File: config.mk
export PLATFORM = sky130hd
export DESIGN_NAME = vending_controller_flat
export DESIGN_NICKNAME = d
export VERILOG_FILES = /design/src/rtl/vending_controller_if.sv /design/src/rtl/vending_controller.sv /design/src/flat_wrapper.sv
export SDC_FILE = /design/constraint.sdc
export NUM_CORES = 1
export LEC_CHECK = 0
export BUFFER_PORTS_ARGS = -buffer_cell sky130_fd_sc_hd__buf_2
export CORE_AREA = 2 2 47 49
export CTS_BUF_LIST = sky130_fd_sc_hd__clkbuf_2
export DETAILED_ROUTE_END_ITERATION = 8
export DIE_AREA = 0 0 49 51
export PLACE_DENSITY_LB_ADDON = 0.15
export SYNTH_ARGS = -nofsm -noshare
export SYNTH_HDL_FRONTEND = slang
export SYNTH_SLANG_ARGS = --single-unit
File: constraint.sdc
create_clock -name clk -period 2.4 [get_ports clk]
set_clock_uncertainty 0.1 [all_clocks]
set_input_delay 0 -clock clk [delete_from_list [all_inputs] [get_ports clk]]
set_output_delay 0 -clock clk [all_outputs]
set_load 0.01 [all_outputs]
File: src/rtl/vending_controller_if.sv
`default_nettype none
// ============================================================================
//  Module      : vending_controller_if
//  Description : Coin-slot, dispense and change handshake bundle for the
//                vending transaction controller.
//  Revision    : 1.0
// ============================================================================
interface vending_controller_if #(
    parameter int CREDIT_W = 4
) ();
    logic                io_coin0_valid;
    logic [1:0]          io_coin0_value;
    logic                io_coin0_ready;
    logic                io_coin1_valid;
    logic [1:0]          io_coin1_value;
    logic                io_coin1_ready;
    logic                io_dispense_valid;
    logic                io_dispense_ready;
    logic                io_change_valid;
    logic                io_change_ready;
    logic [CREDIT_W-1:0] io_change_value;
    logic [CREDIT_W-1:0] io_credit;
    logic                io_busy;

    // Environment side: coin slots plus the downstream dispenser/change unit.
    modport master (
        output io_coin0_valid, io_coin0_value, io_coin1_valid, io_coin1_value,
        output io_dispense_ready, io_change_ready,
        input  io_coin0_ready, io_coin1_ready, io_dispense_valid,
        input  io_change_valid, io_change_value, io_credit, io_busy
    );

    modport slave (
        input  io_coin0_valid, io_coin0_value, io_coin1_valid, io_coin1_value,
        input  io_dispense_ready, io_change_ready,
        output io_coin0_ready, io_coin1_ready, io_dispense_valid,
        output io_change_valid, io_change_value, io_credit, io_busy
    );
endinterface
`default_nettype wire

File: src/rtl/vending_controller.sv
`default_nettype none
// ============================================================================
//  Module      : vending_controller
//  Description : Sequences a sale: round-robin coin collection from two slots,
//                dispense handshake at PRICE, then change return handshake.
//  Revision    : 1.0
// ============================================================================
module vending_controller #(
    parameter int PRICE    = 4,
    parameter int CREDIT_W = 4
) (
    input  wire logic             clk,
    input  wire logic             reset,
    vending_controller_if.slave   bus
);

    localparam logic [1:0] c_ST_COLLECT  = 2'd0;
    localparam logic [1:0] c_ST_DISPENSE = 2'd1;
    localparam logic [1:0] c_ST_CHANGE   = 2'd2;

    localparam logic [CREDIT_W-1:0] c_PRICE = CREDIT_W'(PRICE);

    logic [1:0]          state_q, state_d;
    logic [CREDIT_W-1:0] credit_q, credit_d;
    logic                prio_q, prio_d;

    logic                w_collect;
    logic                w_grant0;
    logic                w_grant1;
    logic                w_accept;
    logic [1:0]          w_coin_value;
    logic [CREDIT_W-1:0] w_sum;
    logic [CREDIT_W-1:0] w_remainder;

    assign w_collect = (state_q == c_ST_COLLECT);

    // prio_q = 1 means slot 1 wins a simultaneous request.
    assign w_grant0 = bus.io_coin0_valid & (~bus.io_coin1_valid | ~prio_q);
    assign w_grant1 = bus.io_coin1_valid & (~bus.io_coin0_valid |  prio_q);

    assign bus.io_coin0_ready = w_collect & w_grant0 & ~reset;
    assign bus.io_coin1_ready = w_collect & w_grant1 & ~reset;
    assign w_accept           = bus.io_coin0_ready | bus.io_coin1_ready;

    assign w_coin_value = w_grant0 ? bus.io_coin0_value : bus.io_coin1_value;
    assign w_sum        = credit_q + {{(CREDIT_W-2){1'b0}}, w_coin_value};
    assign w_remainder  = credit_q - c_PRICE;

    // Outputs are forced quiet during reset so no handshake can complete then.
    assign bus.io_dispense_valid = (state_q == c_ST_DISPENSE) & ~reset;
    assign bus.io_change_valid   = (state_q == c_ST_CHANGE) & ~reset;
    assign bus.io_change_value   = bus.io_change_valid ? credit_q : '0;
    assign bus.io_credit         = reset ? '0 : credit_q;
    assign bus.io_busy           = ~w_collect & ~reset;

    always_comb begin
        state_d  = state_q;
        credit_d = credit_q;
        prio_d   = prio_q;
        case (state_q)
            c_ST_COLLECT: begin
                if (w_accept) begin
                    credit_d = w_sum;
                    prio_d   = w_grant0;
                    if (w_sum >= c_PRICE) begin
                        state_d = c_ST_DISPENSE;
                    end
                end
            end
            c_ST_DISPENSE: begin
                if (bus.io_dispense_ready) begin
                    credit_d = w_remainder;
                    state_d  = (w_remainder != '0) ? c_ST_CHANGE : c_ST_COLLECT;
                end
            end
            c_ST_CHANGE: begin
                if (bus.io_change_ready) begin
                    credit_d = '0;
                    state_d  = c_ST_COLLECT;
                end
            end
            default: begin
                credit_d = '0;
                state_d  = c_ST_COLLECT;
            end
        endcase
    end

    always_ff @(posedge clk) begin
        if (reset) begin
            state_q  <= c_ST_COLLECT;
            credit_q <= '0;
            prio_q   <= 1'b0;
        end else begin
            state_q  <= state_d;
            credit_q <= credit_d;
            prio_q   <= prio_d;
        end
    end

endmodule
`default_nettype wire

File: src/flat_wrapper.sv
// flat-port wrapper written by rule: the top's interface ports become plain ports
module vending_controller_flat 
#(
    parameter int PRICE    = 4,
    parameter int CREDIT_W = 4
)
  (clk, reset, bus_io_coin0_valid, bus_io_coin0_value, bus_io_coin1_valid, bus_io_coin1_value, bus_io_dispense_ready, bus_io_change_ready, bus_io_coin0_ready, bus_io_coin1_ready, bus_io_dispense_valid, bus_io_change_valid, bus_io_change_value, bus_io_credit, bus_io_busy);
  vending_controller_if #(.CREDIT_W(CREDIT_W)) bus_i ();
  input  wire logic clk;
  input  wire logic reset;
  input wire logic [$bits(bus_i.io_coin0_valid)-1:0] bus_io_coin0_valid;
  input wire logic [$bits(bus_i.io_coin0_value)-1:0] bus_io_coin0_value;
  input wire logic [$bits(bus_i.io_coin1_valid)-1:0] bus_io_coin1_valid;
  input wire logic [$bits(bus_i.io_coin1_value)-1:0] bus_io_coin1_value;
  input wire logic [$bits(bus_i.io_dispense_ready)-1:0] bus_io_dispense_ready;
  input wire logic [$bits(bus_i.io_change_ready)-1:0] bus_io_change_ready;
  output wire logic [$bits(bus_i.io_coin0_ready)-1:0] bus_io_coin0_ready;
  output wire logic [$bits(bus_i.io_coin1_ready)-1:0] bus_io_coin1_ready;
  output wire logic [$bits(bus_i.io_dispense_valid)-1:0] bus_io_dispense_valid;
  output wire logic [$bits(bus_i.io_change_valid)-1:0] bus_io_change_valid;
  output wire logic [$bits(bus_i.io_change_value)-1:0] bus_io_change_value;
  output wire logic [$bits(bus_i.io_credit)-1:0] bus_io_credit;
  output wire logic [$bits(bus_i.io_busy)-1:0] bus_io_busy;
  assign bus_i.io_coin0_valid = bus_io_coin0_valid;
  assign bus_i.io_coin0_value = bus_io_coin0_value;
  assign bus_i.io_coin1_valid = bus_io_coin1_valid;
  assign bus_i.io_coin1_value = bus_io_coin1_value;
  assign bus_i.io_dispense_ready = bus_io_dispense_ready;
  assign bus_i.io_change_ready = bus_io_change_ready;
  assign bus_io_coin0_ready = bus_i.io_coin0_ready;
  assign bus_io_coin1_ready = bus_i.io_coin1_ready;
  assign bus_io_dispense_valid = bus_i.io_dispense_valid;
  assign bus_io_change_valid = bus_i.io_change_valid;
  assign bus_io_change_value = bus_i.io_change_value;
  assign bus_io_credit = bus_i.io_credit;
  assign bus_io_busy = bus_i.io_busy;
  vending_controller #(.PRICE(PRICE), .CREDIT_W(CREDIT_W)) u_core (.clk(clk), .reset(reset), .bus(bus_i));
endmodule
# == Word-level counts from Yosys, hierarchy flattened ==
# Cells that the tools add are included.
# totals
reg_bits,7
input_bits,10
out_inout_bits,13
elab_cells,47
# op_classes
addsub,2
magnitude_cmp,1
n_eq_ne,6
mux,13
bitwise,17
n_reduce_logical,5
# op_table
operator,n
$mux W4,5
$mux W2,6
$pmux W4 S3,1
$and A1 B1 Y1,9
$ne A2 B2 Y1 const B,4
$pmux W2 S3,1
$not A1 Y1,5
$add A4 B2 Y4,1
$ge A4 B3 Y1 const B,1
$reduce_and A4 Y1,1
$reduce_bool A4 Y1,1
$sub A4 B3 Y4 const B,1
$or A1 B1 Y1,3
$reduce_and A3 Y1,1
$eq A2 B1 Y1 const B,1
$eq A2 B2 Y1 const B,1
$logic_not A2 Y1,1
$reduce_and A2 Y1,1

# == Logic depth before layout (Yosys ltp) ==
# logic_depth
word_depth,9
depth_mapped,8
ltp_nobuf,8

# == Worst setup path after synthesis ==
# No wires, ideal clock.
# synth_timing
path_kind,reg-to-reg
startpoint,reg u_core.prio_q
endpoint,reg u_core.state_q[0]
setup_time_ns,0.071
arrival_time_ns,1.909
required_time_ns,2.229
setup_slack_ns,0.320
path_stages_with_launch,8
n_path_buf,0
synth_period_minus_slack_ns,2.080
cell_sequence,dfxtp_1 -> a21oi_1 -> mux2_2 -> ha_1 -> a21oi_1 -> xnor2_1 -> a311o_1 -> a21oi_1
# synth_between
elab_chain_cells,8
word_cells_on_any_way,16
classes_between,add/sub: 1; order compare: 1; eq/ne: 2; mux: 1; bitwise: 10; reduce/logical: 1
# synth_lines
item,line_no,rtl
"start, declared",vending_controller.sv:25,"logic prio_q, prio_d;"
"start signal, assigned",vending_controller.sv:97,prio_q <= prio_d;
$not A1 Y1,vending_controller.sv:38,assign w_grant0 = bus.io_coin0_valid & (~bus.io_coin1_valid | ~prio_q);
$or A1 B1 Y1,vending_controller.sv:38,
$and A1 B1 Y1,vending_controller.sv:38,
$mux W2 or $and A1 B1 Y1 (tied branches),"vending_controller.sv:45, vending_controller.sv:41",
$add A4 B2 Y4 or $and A1 B1 Y1 (tied branches),"vending_controller.sv:46, vending_controller.sv:41",
$ge A4 B3 Y1 or $or A1 B1 Y1 (tied branches),"vending_controller.sv:65, vending_controller.sv:43",
$ne A2 B2 Y1 (no line),--,
$reduce_and A4 Y1 (no line) (*),--,
"end signal, assigned",vending_controller.sv:91,state_q <= c_ST_COLLECT;
"end signal, assigned",vending_controller.sv:95,state_q <= state_d;
"end, declared",vending_controller.sv:23,"logic [1:0] state_q, state_d;"
# Mark *: on every way between the ends. The rest lies on a longest branch, timed or not.
# A chain may end at the register's enable or synchronous reset.

# == Worst setup path after layout ==
# layout_timing
startpoint,in bus_io_coin1_valid
endpoint,reg u_core.state_q[0]
# layout_between
elab_chain_cells,8
word_cells_on_any_way,15
classes_between,add/sub: 1; order compare: 1; eq/ne: 2; mux: 1; bitwise: 9; reduce/logical: 1
# layout_lines
item,line_no,rtl
"start, declared",flat_wrapper.sv:13,input wire logic [$bits(bus_i.io_coin1_valid)-1:0] bus_io_coin1_valid;
$not A1 Y1,vending_controller.sv:38,
$or A1 B1 Y1,vending_controller.sv:38,
$and A1 B1 Y1,vending_controller.sv:38,
$mux W2 or $and A1 B1 Y1 (tied branches),"vending_controller.sv:45, vending_controller.sv:41",
$add A4 B2 Y4 or $and A1 B1 Y1 (tied branches),"vending_controller.sv:46, vending_controller.sv:41",
$ge A4 B3 Y1 or $or A1 B1 Y1 (tied branches),"vending_controller.sv:65, vending_controller.sv:43",
$ne A2 B2 Y1 (no line),--,
$reduce_and A4 Y1 (no line) (*),--,
# Marked as above.

==> impl_metrics.py <==
metrics = {
    "clock_network": {
        "numCtsBuffers": 3,
        "post_cts_buffers": 0,
        "cts_sinks": 7,
        "clock_latency_ps": 240,
        "htreeDepth": 1,
        "clock_path_buffers": 2,
        "clkTransAtPathRegs_ps": 90,
        "cts_tree": "done",
        "ctsRootBufferMaster": "clkbuf_2",
    },
    "outcome": {
        "status": "complete, no violations",
    },
    "global_route": {
        "first_global_vias": 540,
        "overflow": 0,
        "grt_max_degree": 16,
        "antenna_found_initial": 0,
        "grt_pass1_wl_um": 2370,
        "grt.total_usage_pct": 12.7,
    },
    "sta": {
        "max_freq_ghz": 0.434,
        "worst_slew_pin_slew_ps": 428,
        "hold_viol": 0,
        "rsz0062_at_grt": "no",
        "hold_slack_ps": 23.5,
        "fin_crit_ps": 2300,
        "finalMaxSlewViolations": 0,
        "tns_ps": 0,
        "setup_viol": 0,
        "relSlewSlack_pct": 71.4,
        "post-route-period-util_pct": 96.0,
    },
    "drt": {
        "drc_errors": 0,
        "wl_per_cell_um": 10.8,
        "vias": 607,
        "drtPass1Iterations": 4,
        "ant_nets": 0,
        "wirelength_um": 1400,
        "vias_per_cell": 4.71,
        "dr.first_iter.drc_count": 6,
    },
    "min_path": {
        "hold_path.class": "input port to flip-flop",
        "worstHoldStart": "bus_io_change_ready",
        "hold_end": "u_core.credit_q[1]",
        "hold_depth": 4,
    },
    "logic_synthesis": {
        "synthFlopType": "dfxtp_1",
        "yosysTopAreaCellShare_pct": 24.9,
        "synth.largest_area_cell": "dfxtp_1",
        "synth-edff-count": 0,
        "seq_area_frac_synth_pct": 24.9,
        "yosys_warnings": 0,
        "synth.area.top_cells": "dfxtp_1, a21oi_1, ha_1",
        "netlist_area_um2": 563,
        "synth_nets": 88,
        "synth.distinct_cells": 27,
        "ys_ff_latch": 7,
        "syn_avg_cell_area_um2": 7.61,
        "synthArstFlopShare_pct": 0,
        "netlist_instances": 74,
    },
    "setup_path": {
        "cp_max_fo": 5,
        "regToRegEndpoint": "u_core.state_q[0]",
        "start_kind": "input port",
        "r2r_setup_slack_ps": 200,
        "worst_ep_required_time_ps": 2480,
        "r2r_start": "u_core.prio_q",
        "criticalPathCategory": "input port to flip-flop",
        "arrival_ps": 2390,
        "end_kind": "flip-flop",
        "reg2regPathDepth": 6,
    },
    "final_layout": {
        "syn2layout_area_growth_pct": 33.8,
        "final_common_cell": "buf_2",
        "final_cell_mix": "buf_2, nor2_1, a21oi_1, dfxtp_1, o21ai_0",
        "antennaDiodeCount": 0,
        "final_nets": 116,
        "postLayoutCoreUtil_pct": 36.5,
        "layout-drive-gt1-share_pct": 30.7,
    },
    "placement": {
        "gp_congestion": 0.732,
        "dp_hpwl_um": 1070,
        "port-buffer-count": 22,
    },
    "die": {
        "core_area_um2": 2060,
        "die_h_um": 51,
        "dieWidth_um": 49,
        "start_util_pct": 27.3,
        "die_area_um2": 2500,
        "ios": 23,
        "num_rows": 17,
    },
    "power_and_ir_drop": {
        "p_leak_nw": 0.335,
        "powerDensity_nw_per_um2": 443,
        "vdd.ir_drop.worst_uv": 185,
        "power_uw": 334,
    },
    "flow_run": {
        "max-cap-violations": 0,
    },
}
-- synth_stat cells (all sizes together) (2+ instances only) --
cell	instances
nand3	2
or3	3
o21ai	5
clkbuf	2
nor2	10
ha	3
and2	4
nor2b	2
nor3	4
a211oi	2
inv	4
mux2	3
o31ai	2
a21oi	8
nand2	3
dfxtp	7
-- per-layer routing --
metal | vias up | track usage (%) | wire [µm]
met4 | 0 | 10.0 | 38
met3 | 5 | 2.63 | 80
met1 | 263 | 16.0 | 691
li1 | 320 | - | -
met5 | - | 0 | 0
met2 | 19 | 18.7 | 588
-- worst max path at each step --
stage / endpoint / from / cells after the start / slack, ps
after detailed placement: u_core.state_q[0] / u_core.prio_q / 7 / 130
after global routing: u_core.state_q[0] / bus_io_coin1_valid / 8 / 0.5
after floorplan: u_core.state_q[0] / u_core.prio_q / 7 / 320
after CTS: u_core.state_q[0] / bus_io_coin1_valid / 9 / 30
after global placement: u_core.state_q[0] / u_core.prio_q / 7 / 200
final: u_core.state_q[0] / bus_io_coin1_valid / 8 / 100
-- where the power goes --
part	total, mW	internal, mW	leakage, nW	switching [mW]
registers	0.139	0.125	0.0571	0.0142
logic	0.0991	0.0492	0.261	0.0499
clock network	0.0954	0.0443	0.0166	0.0511
-- cell type report --
class	instances	area, µm²
Clock buffer	4	20.0
Inverter	4	15.0
Timing Repair Buffer	26	150
Sequential cell	7	140
Multi-Input combinational cell	60	393
Tap cell	28	35.0
Fill cell	240	1310
-- worst max-delay path: stages --
cell           delay, ps
dlygate4sd3_1        530
buf_2                150
a21oi_1              230
mux2_2               360
ha_1                 220
fa_1                 440
a311o_1              330
a21oi_1              130
-- kinds of logic (layout without fill, tap and decap cells) --
kind of cell	count (synthesis)	in the layout	synth area share (%)
and+or+nand+nor	31	31	28.4
AOI/OAI and AO/OA	21	21	22.9
DFF	7	7	24.9
buffers and inverters	7	34	6.00
adders and majority gates	4	4	10.2
muxes	3	3	6.00
xor gates and xnor gates	1	1	1.56
-- through the flow --
step           worst slack, ps  instances  area [µm²]
2_1_floorplan              320         74         563
5_1_grt                  0.536        129         753
4_1_cts                   34.7        129         749
3_3_place_gp               199        121         689
6_report                  95.6        129         753
3_5_place_dp               134        121         689
-- sequential cells by signal, summed over array words and instances (netlist names) --
register,count
u_core.credit_q,4
u_core.state_q,2
u_core.prio_q,1
-- repair_timing --
action                                  CTS  global route
endpoints found under the setup margin    0             2
hold endpoints to repair                  3             0
hold buffers                              4             0
gates resized for setup                   0             1
(Power assumes the default switching activity.)
